==> src/rtl/length_arbiter.sv <==
// Round-robin arbiter that time-shares one bit-length unit among NUM_REQ requesters.
// Each transaction: latch operand, pulse md_start, wait for md_end_in (or timeout), ack the winner.
module length_arbiter #(
    parameter int NUM_REQ = 4,
    parameter int DATA_W  = 64,
    parameter int LEN_W   = 8,
    parameter int ID_W    = 2,
    parameter int TIMEOUT = 16
) (
    input  logic                        clk,
    input  logic                        rst,
    input  logic [NUM_REQ-1:0]          req,
    input  logic [NUM_REQ*DATA_W-1:0]   req_num,
    output logic [NUM_REQ-1:0]          ack,
    output logic [LEN_W-1:0]            rsp_len,
    output logic [ID_W-1:0]             rsp_id,
    output logic                        rsp_err,
    output logic                        busy,
    output logic                        md_start,
    output logic [DATA_W-1:0]           num_out,
    input  logic                        md_end_in,
    input  logic [LEN_W-1:0]            len_in
);

    // state  | meaning
    // IDLE   | sample req, pick a winner by round-robin
    // ISSUE  | md_start pulse, clear timeout counter
    // WAIT   | wait for md_end_in or timeout
    // RESP   | one-cycle ack to the winner
    typedef enum logic [1:0] {S_IDLE, S_ISSUE, S_WAIT, S_RESP} state_t;

    localparam int CNT_W = 8;

    state_t              state_q;
    logic [ID_W-1:0]     last_q;
    logic [ID_W-1:0]     grant_q;
    logic [CNT_W-1:0]    cnt_q;
    logic [NUM_REQ-1:0]  ack_q;
    logic [LEN_W-1:0]    rsp_len_q;
    logic [ID_W-1:0]     rsp_id_q;
    logic                rsp_err_q;
    logic                busy_q;
    logic                md_start_q;
    logic [DATA_W-1:0]   num_out_q;

    logic                found_hi_d, found_lo_d;
    logic [ID_W-1:0]     win_hi_d, win_lo_d, win_d;
    logic [DATA_W-1:0]   op_hi_d, op_lo_d, op_d;

    // Winner is the lowest requester above last grant, else the lowest requester overall.
    always_comb begin
        found_hi_d = 1'b0;
        found_lo_d = 1'b0;
        win_hi_d   = '0;
        win_lo_d   = '0;
        op_hi_d    = '0;
        op_lo_d    = '0;
        for (int i = 0; i < NUM_REQ; i++) begin
            if (req[i] && !found_hi_d && (i > int'(last_q))) begin
                found_hi_d = 1'b1;
                win_hi_d   = ID_W'(i);
                op_hi_d    = req_num[i*DATA_W +: DATA_W];
            end
            if (req[i] && !found_lo_d) begin
                found_lo_d = 1'b1;
                win_lo_d   = ID_W'(i);
                op_lo_d    = req_num[i*DATA_W +: DATA_W];
            end
        end
        win_d = found_hi_d ? win_hi_d : win_lo_d;
        op_d  = found_hi_d ? op_hi_d  : op_lo_d;
    end

    always_ff @(posedge clk) begin
        if (rst) begin
            state_q    <= S_IDLE;
            last_q     <= ID_W'(NUM_REQ - 1);
            grant_q    <= '0;
            cnt_q      <= '0;
            ack_q      <= '0;
            rsp_len_q  <= '0;
            rsp_id_q   <= '0;
            rsp_err_q  <= 1'b0;
            busy_q     <= 1'b0;
            md_start_q <= 1'b0;
            num_out_q  <= '0;
        end else begin
            case (state_q)
                S_IDLE: begin
                    ack_q <= '0;
                    if (found_lo_d) begin
                        grant_q    <= win_d;
                        last_q     <= win_d;
                        num_out_q  <= op_d;
                        md_start_q <= 1'b1;
                        busy_q     <= 1'b1;
                        state_q    <= S_ISSUE;
                    end
                end
                S_ISSUE: begin
                    md_start_q <= 1'b0;
                    cnt_q      <= '0;
                    state_q    <= S_WAIT;
                end
                S_WAIT: begin
                    // A completion in the same cycle as the timeout takes priority.
                    if (md_end_in) begin
                        rsp_len_q <= len_in;
                        rsp_err_q <= 1'b0;
                        rsp_id_q  <= grant_q;
                        ack_q     <= NUM_REQ'(1) << grant_q;
                        state_q   <= S_RESP;
                    end else if (cnt_q == CNT_W'(TIMEOUT)) begin
                        rsp_len_q <= '0;
                        rsp_err_q <= 1'b1;
                        rsp_id_q  <= grant_q;
                        ack_q     <= NUM_REQ'(1) << grant_q;
                        state_q   <= S_RESP;
                    end else begin
                        cnt_q <= cnt_q + 1'b1;
                    end
                end
                S_RESP: begin
                    ack_q   <= '0;
                    busy_q  <= 1'b0;
                    state_q <= S_IDLE;
                end
                default: state_q <= S_IDLE;
            endcase
        end
    end

    assign ack      = ack_q;
    assign rsp_len  = rsp_len_q;
    assign rsp_id   = rsp_id_q;
    assign rsp_err  = rsp_err_q;
    assign busy     = busy_q;
    assign md_start = md_start_q;
    assign num_out  = num_out_q;

endmodule

==> config.mk <==
export PLATFORM = sky130hd
export DESIGN_NAME = length_arbiter
export DESIGN_NICKNAME = d
export VERILOG_FILES = /design/src/rtl/length_arbiter.sv
export SDC_FILE = /design/constraint.sdc
export NUM_CORES = 1
export LEC_CHECK = 0
export CELL_PAD_IN_SITES_DETAIL_PLACEMENT = 2
export CELL_PAD_IN_SITES_GLOBAL_PLACEMENT = 2
export CORE_ASPECT_RATIO = 1.2
export CORE_UTILIZATION = 20
export CTS_BUF_LIST = sky130_fd_sc_hd__clkbuf_8
export DETAILED_ROUTE_END_ITERATION = 7
export PLACE_DENSITY = 0.81
export RECOVER_POWER = 25
export REMOVE_ABC_BUFFERS = 1
export SETUP_SLACK_MARGIN = 0.02
export SLEW_MARGIN = 20
export SYNTH_ARGS = -nofsm -noshare
export SYNTH_HDL_FRONTEND = slang
export SYNTH_SLANG_ARGS = --single-unit
==> constraint.sdc <==
create_clock -name clk -period 2 [get_ports clk]
set_input_delay 0.6 -clock clk [delete_from_list [all_inputs] [get_ports clk]]
set_output_delay 0.6 -clock clk [all_outputs]
set_load 0.1 [all_outputs]
== Word level (Yosys, flattened, before mapping) ==
Cells that the tools add are included.

* Bits in latches: 0
* Memories kept: 0
* ROM bits: 0
* Bits in registers: 95
* Input port bits: 271
* Memory bits (writable): 0
* Word-level logic and storage cells: 92

* Multipliers: 0
* Bitwise gates (word level): 0
* Mux-type cells: 41
* Add/sub/neg operators: 1
* Reductions and logical operators: 27
* Order comparisons: 3
* Divide/modulo/power cells: 0
* Shift operators: 1
* Equality and inequality tests: 8

{| class="wikitable"
|+ Operators by type and width
! kind !! count
|-
| $mux W64 || 8
|-
| $mux W8 || 4
|-
| $mux W2 || 10
|-
| $pmux W8 S2 || 1
|-
| $mux W1 || 12
|-
| $reduce_and A2 Y1 || 6
|-
| $reduce_bool A2 Y1 || 5
|-
| $add A8 B1 Y8 const B || 1
|-
| $eq A8 B5 Y1 const B || 1
|-
| $logic_and A1 B1 Y1 || 8
|-
| $mux W4 || 2
|-
| $pmux W2 S4 || 1
|-
| $pmux W4 S2 || 1
|-
| $ne A2 B2 Y1 const B || 3
|-
| $logic_not A1 Y1 || 5
|-
| $eq A2 B2 Y1 const B || 2
|-
| $gt A2 B2 Y1 const A || 2
|-
| $pmux W1 S2 || 2
|-
| $shl A1 B2 Y4 const A || 1
|-
| $ne A3 B3 Y1 const B || 1
|-
| $reduce_and A3 Y1 || 1
|-
| $eq A2 B1 Y1 const B || 1
|-
| $gt A1 B2 Y1 const A || 1
|-
| $logic_not A2 Y1 || 1
|-
| $reduce_or A2 Y1 || 1
|}

== Depth between registers and ports, before layout ==
Gate-level depths: netlist of the first run.

* Depth in word-level cells: 12
* Gate-level depth with buffers: 8
* Gate-level depth less buffers: 6

== Least setup slack after synthesis of the first run ==
No wires, ideal clock.

* Kind: input -> register
* Start point: input req[2]
* End point: register num_out_q[62], in the netlist num_out[62]
* Buffers on the path: 3
* Cell stages on the path: 7
* Path slack: 36 ps
* Required time: 1867 ps
* Arrival: 1831 ps
* Setup time: 133 ps
* Path through: buf_2 > o41a_2 > nand2b_1 > a211o_1 > buf_4 > buf_6 > o221ai_1

* Word-level cells in the longest chain between the ends: 8
* Elaborated cells on any way between the ends: 18
* Those cells by class: mux: 9; reduce/logical: 9

{| class="wikitable"
|+ RTL lines
! item !! line !! source
|-
| start, declared || 12 || <nowiki>input logic [NUM_REQ-1:0] req,</nowiki>
|-
| $logic_and A1 B1 Y1 (2 in a row) || 59 || <nowiki>if (req[i] && !found_hi_d && (i > int'(last_q))) begin</nowiki>
|-
| $mux W1 || 59 ||
|-
| $logic_not A1 Y1 || 59 ||
|-
| $logic_and A1 B1 Y1 (2 in a row) || 59 ||
|-
| $mux W64 or $mux W1 (tied branches) || 59 ||
|-
| $mux W64 || 71 || <nowiki>op_d = found_hi_d ? op_hi_d : op_lo_d;</nowiki>
|-
| end signal, assigned || 94 || <nowiki>num_out_q <= op_d;</nowiki>
|-
| end, declared || 44 || <nowiki>logic [DATA_W-1:0] num_out_q;</nowiki>
|}

Parallel ways exist; a longest one is shown, timed or not.
A chain may end at the register's enable or synchronous reset.

== Worst setup path in the final report of the first run ==
* Start point: input req[3]
* End point: register num_out_q[56], in the netlist num_out[56]

* Word-level cells in the longest chain between the ends: 4
* Elaborated cells on any way between the ends: 9
* Those cells by class: mux: 5; reduce/logical: 4

{| class="wikitable"
|+ RTL lines
! item !! line
|-
| $logic_and A1 B1 Y1 (2 in a row) || 59
|-
| $mux W64 or $mux W1 (tied branches) || 59
|-
| $mux W64 || 71
|}

Parallel ways exist; a longest one is shown, timed or not.

==> qor.csv, run 1 <==
metric,value,unit
drive_gt1_share,14.2,%
end_kind,flop,
start_util,20.4,%
cp-start-kind,input pin,
fin_skew,0.0131,ns
slowest_delay,0.47,ns
postCtsSetupBuffers,0,
final_nets,1593,
drc,0,
finalMaxSlewViolations,0,
async_flop_share,0,%
arrival,2.27,ns
synth_common_cells,"144 x nand2_1, 130 x nand3b_1, 95 x dfxtp_1, 89 x a21oi_1, 79 x o21ai_0",
cts_max_level,3,
clock_latency,0.39,ns
vias_per_cell,5.27,
num_rows,76,
cts_tree,done,
period_minus_slack,1.96,ns
crit_path_frequent_cell,buf_4,
ys_ff_latch,95,
gr-total-overflow,0,
setup_ws,0.0378,ns
drv_cap,0,
path_clk_slew,0.10,ns
chipHeight,212,µm
cp_data_required_time,2.31,ns
yosys.area.top_type,dfxtp_1,
ant_nets,0,
peakVddDrop,0.643,mV
fmax,510,MHz
p_per_area,1290,nW/µm²
hpwlAfterDp,30.9,mm
ctsLongestPathBuffers,2,
hold_slack,0.476,ns
cts_buffers,9,
path_buf_inv,3,
wl_per_cell,23.1,µm
synth_cells,997,
cp.depth,6,
ios,352,
tightest_slew,0.590,ns
num-fill-cells,4081,
multi_input_area,4680,µm²
io_buffers,351,
path_cells,"clkdlybuf4s50_1, buf_4, o21ai_4, buf_4, a32oi_1, o221ai_1",
hold_path.class,reg2reg,
fin_crit_sh,98.1,%
drtPass1Iterations,4,
rsz0062_at_grt,true,
grt_max_degree,72,
hold_viol_final,0,
synth_top_area_share,25.9,%
reg2reg_depth,7,
areaGrowthSynthToFinish,66.1,%
cpMaxStageDelayCell,clkdlybuf4s50_1,
ys_warn_count,0,
leakage,0.00460,µW
yosys-top-cells-area,"dfxtp_1 26%, nand3b_1 13%, o221ai_1 7.9%",
regArea,1900,µm²
drt_iter0_drc,452,
min_path_cells,2,
ys_seq_area_share,25.9,%
grt_pass1_wl,61.5,mm
status,"complete, no violations",
avgSynthCellArea,7.36,µm²
antenna_found_initial,5,
utilization,33.8,%
setup_viol,0,
crit_fanout,29,
yosysMostFrequentCell,nand2_1,
critPathTopFamily,buffers and inverters,
synth_edf_count,0,
fp.dieW,177,µm
synth_area,7340,µm²
cts.sinks,95,
vias,9439,
routed_wl,41.3,mm
coreArea,36000,µm²
cts_root_buf,clkbuf_8,
grt_usage,21.3,%
die-area,37500,µm²
ys.flop_type,dfxtp_1,
slew_headroom,60.8,%
gp_congestion,0.787,
first_global_vias,10500,
pre_cts_ws,-0.345,ns
hold_buffers,0,
critical_path_class,in2reg,
yosys.cell_types.count,48,
-- cells by family (layout without fill, tap and decap cells) --
family	Yosys count	after routing	synth area share [%]
xor+xnor	1	1	0.119
simple gates	321	321	24.8
other cells	0	3	0
flops	95	95	25.9
buf+inv	189	511	10.8
mux	1	1	0.136
compound gates	383	383	37.0
fa+ha+maj	7	7	1.19
-- placed cells by master, fill, tap and decap left out, types with 2 or more instances in the layout --
| cell | instances |
|---|---|
| buf_12 | 61 |
| inv_1 | 73 |
| inv_2 | 2 |
| a32oi_1 | 64 |
| and2_1 | 2 |
| dfxtp_2 | 2 |
| bufinv_16 | 3 |
| a211oi_1 | 3 |
| nand2_1 | 144 |
| nand3_1 | 5 |
| nand3b_1 | 130 |
| or4b_1 | 2 |
| dfxtp_1 | 93 |
| buf_2 | 7 |
| ha_1 | 6 |
| nand4_1 | 2 |
| o21bai_1 | 4 |
| diode_2 | 3 |
| o31ai_1 | 3 |
| a2bb2oi_1 | 64 |
| o21ai_0 | 79 |
| buf_4 | 52 |
| a211o_2 | 2 |
| a21oi_1 | 89 |
| nor2b_1 | 4 |
| clkdlybuf4s50_1 | 267 |
| nor2_1 | 10 |
| nand2b_1 | 6 |
| or4_1 | 3 |
| clkbuf_2 | 34 |
| clkbuf_8 | 11 |
| o221ai_1 | 66 |
| nor4_1 | 3 |
-- final timing paths --
| kind | start | to | slack, ns |
|---|---|---|---|
| max reg2reg | state_q[1] | num_out[16] | 0.12 |
| max | req[3] | num_out[56] | 0.04 |
| min reg2reg | num_out[28] | num_out[28] | 0.48 |
| min | num_out[28] | num_out[28] | 0.48 |
-- worst reg2reg max path, stage by stage, from the launching register on --
cell and delay, ns:
dfxtp_1 0.35, inv_1 0.13, ha_2 0.27, o41a_2 0.18, nand2b_2 0.10, a211o_2 0.34, buf_12 0.19, o221ai_1 0.24
-- metal layers --
| layer | vias to the layer above | wire length, µm | track usage [%] |
|---|---|---|---|
| li1 | 4358 | - | - |
| met1 | 4681 | 16200 | 23.1 |
| met2 | 315 | 21200 | 39.1 |
| met3 | 83 | 2210 | 4.81 |
| met4 | 2 | 1610 | 9.48 |
| met5 | - | 13 | 0 |
-- per-stage QoR --
stage,TNS (ns),cells,instance area [µm²],total power (µW)
after floorplan,-113.43,882,6820,9600
after global placement,-15.77,1772,12500,14800
after detailed placement,-22.26,1772,12500,15100
after CTS,0,1787,12800,16800
after global routing,-0.0235,1790,12200,16400
final,0,1790,12200,15800
-- final cells by class --
type                       instances  area share, %
inverter                          74           2.28
antenna                            3         0.0616
clock inverter                     4          0.770
tap                              468           4.80
timing repair buffer             422           36.9
multi-input combinational        713           38.4
sequential                        95           15.6
clock buffer                      11           1.24
-- report_power, final --
part           total (µW)  switching, µW  internal (µW)
sequential           3250            685           2570
clock                1670            783            891
combinational       10800           7350           3490
total               15800           8820           6950
-- state kept, by name (all words and copies together), names as in the netlist --
name,count
num_out,64
cnt_q,8
rsp_len,8
state_q,2
rsp_err,1
busy,1
rsp_id,2
last_q,2
md_start,1
ack,4
grant_q,2
-- repair_timing --
action / CTS / global route
pin swaps: 0 / 0
gates cloned: 0 / 0
gates resized for setup: 2 / 1
setup endpoints to repair: 3 / 11
Power figures use the tool's default switching activity.
==> run 2, diff against run 1 <==
Settings changed: CELL_PAD_IN_SITES_DETAIL_PLACEMENT 2 to unset, CELL_PAD_IN_SITES_GLOBAL_PLACEMENT 2 to unset, CORE_UTILIZATION 20 to 39, PLACE_DENSITY 0.81 to 0.82.
==> run 2 against run 1 <==
Sequential share of layout area grew 0.44 points. Worst setup slack gained 0.036 ns. Clock skew shrank 0.0046 ns. Critical path depth is the same. Power shrank 5.1%. Worst hold slack lost 0.0084 ns. Cell count shrank 12%. Critical path type unchanged. Largest power group unchanged.
==> qor.csv, run 2 (same netlist as run 1, synthesis figures left out) <==
metric,value,unit,change
leakage,0.00457,µW,-0.57%
hold_slack,0.468,ns,-0.00843 ns
arrival,2.17,ns,-0.10 ns
hold_viol_final,0,,unchanged
placed_cells,1554,,-12%
hold_buffers,0,,unchanged
p_per_area,1260,nW/µm²,-2.3%
drv_cap,0,,unchanged
crit_fanout,24,,-17%
drtPass1Iterations,7,,+3
path_clk_slew,0.09,ns,about the same
power_frac_clock,8.1,%,-2.5 points
utilization,64.7,%,+31 points
fin_crit_sh,96.3,%,-1.8 points
ios,352,,unchanged
net-switching-power,8470,µW,-4.0%
areaGrowthSynthToFinish,61.4,%,
first_global_vias,9204,,-12%
end_kind,flop,,
ctsLongestPathBuffers,2,,unchanged
hold_path.class,reg2reg,,
switching_share,56.6,%,+0.63 points
crit_start,req[3],,
gp_congestion,0.899,,+14%
period_minus_slack,1.93,ns,-0.0360 ns
cts_root_buf,clkbuf_8,,
coreArea,18300,µm²,-49%
grt_pass1_wl,50.4,mm,-18%
fmax,519,MHz,+1.9%
final_nets,1592,,-0.063%
wl_per_cell,20.8,µm,-9.7%
largest_reg_flops,64,,unchanged
grt_max_degree,83,,+15%
clock_latency,0.38,ns,about the same
die-area,19400,µm²,-48%
status,"complete, no violations",,
setup_viol,0,,unchanged
cp-start-kind,input pin,,
fp.dieW,127,µm,-28%
antenna_found_initial,1,,-4
finalMaxSlewViolations,0,,unchanged
critical_path_class,in2reg,,
seqPwrFrac,21.4,%,+0.8 points
cts_buffers,9,,unchanged
reg2reg_from,cnt_q[0],,
power.total,15000,µW,-5.1%
chipHeight,152,µm,-28%
peakVddDrop,0.905,mV,+41%
final_cell_mix,"267 x clkdlybuf4s50_1, 144 x nand2_1, 130 x nand3b_1, 94 x dfxtp_1, 88 x a21oi_1",,
cts_tree,done,,
vias,9598,,+1.7%
io_buffers,351,,unchanged
drt_iter0_drc,861,,+90%
drive_gt1_share,14.0,%,-0.15 points
regArea,1900,µm²,about the same
hpwlAfterDp,23.5,mm,-24%
multi_input_area,4690,µm²,+0.32%
cp_data_required_time,2.25,ns,-0.06 ns
vias_per_cell,6.11,,+16%
drc,0,,unchanged
fin_skew,0.00845,ns,-0.00462 ns
tightest_slew,0.595,ns,+0.00473 ns
start_util,40.1,%,+20 points
ant_nets,0,,unchanged
final_cells,1572,,-12%
gr-total-overflow,0,,unchanged
grt_usage,32.7,%,+11 points
min-delay-start,num_out[24],,
cts.sinks,95,,unchanged
num_rows,54,,-29%
slew_headroom,60.5,%,-0.31 points
num-fill-cells,1551,,-62%
share_comb_of_total_power,70.5,%,+1.7 points
internal_power,6500,µW,-6.4%
cts_max_level,3,,unchanged
routed_wl,32.7,mm,-21%
tns,0,ns,unchanged
layout_commonest_cell,clkdlybuf4s50_1,,
[run 2: cell types whose count changed in the layout (fill, tap and decap cells not counted), sizes merged]
cell and delta:
buf -11, clkbuf +10, bufinv -3, clkinvlp +2
diode -2, inv +2
[run 2: power groups by stage]
| stage | sequential [µW] | combinational, µW | clock, µW |
|---|---|---|---|
| floorplan | 7370 | 2230 | 0 |
| global placement | 3380 | 11300 | 0 |
| detailed placement | 3400 | 11400 | 0 |
| CTS | 3370 | 11400 | 1240 |
| global route | 3270 | 10900 | 1310 |
| finish | 3210 | 10500 | 1210 |
[run 2: cell type report]
class                   count  share of cell area, %
inverters                  74                   2.34
well taps                 252                   2.66
repair buffers            421                   37.8
clock buffers              11                   1.28
flip-flops and latches     95                   16.1
multi-input cells         713                   39.6
clock inverters             5                  0.222
diodes                      1                 0.0211
[run 2: through the flow]
stage	area [µm²]	setup WS, ns
3_3_place_gp	12300	-0.250
4_1_cts	12400	0.0458
5_1_grt	11800	-0.0183
6_report	11800	0.0738
2_1_floorplan	6820	-1.80
3_5_place_dp	12300	-0.316
[run 2: critical path, cell delays in order]
cell and delay [ns]:
clkdlybuf4s50_1 0.48, o41a_2 0.46, nand2b_2 0.12, a211o_4 0.17, buf_12 0.19, o221ai_1 0.15
[run 2: worst paths after layout]
kind | to | slack, ns | cells after the start
max reg2reg | cnt_q[7] | 0.08 | 6
min | num_out[24] | 0.47 | 2
min reg2reg | num_out[24] | 0.47 | 2
max | num_out[26] | 0.07 | 6
[run 2: metal layers]
metal	part of all wire, %	GRT usage, %
met1	40	40.2
met4	4.2	14.3
met5	0	0
met2	47	54.7
met3	9.5	6.85
[run 2: repair_timing]
item                                    4_1_cts  5_1_grt
endpoints found under the setup margin        0       28
setup buffers                                 0        0
resized for setup                             0        5
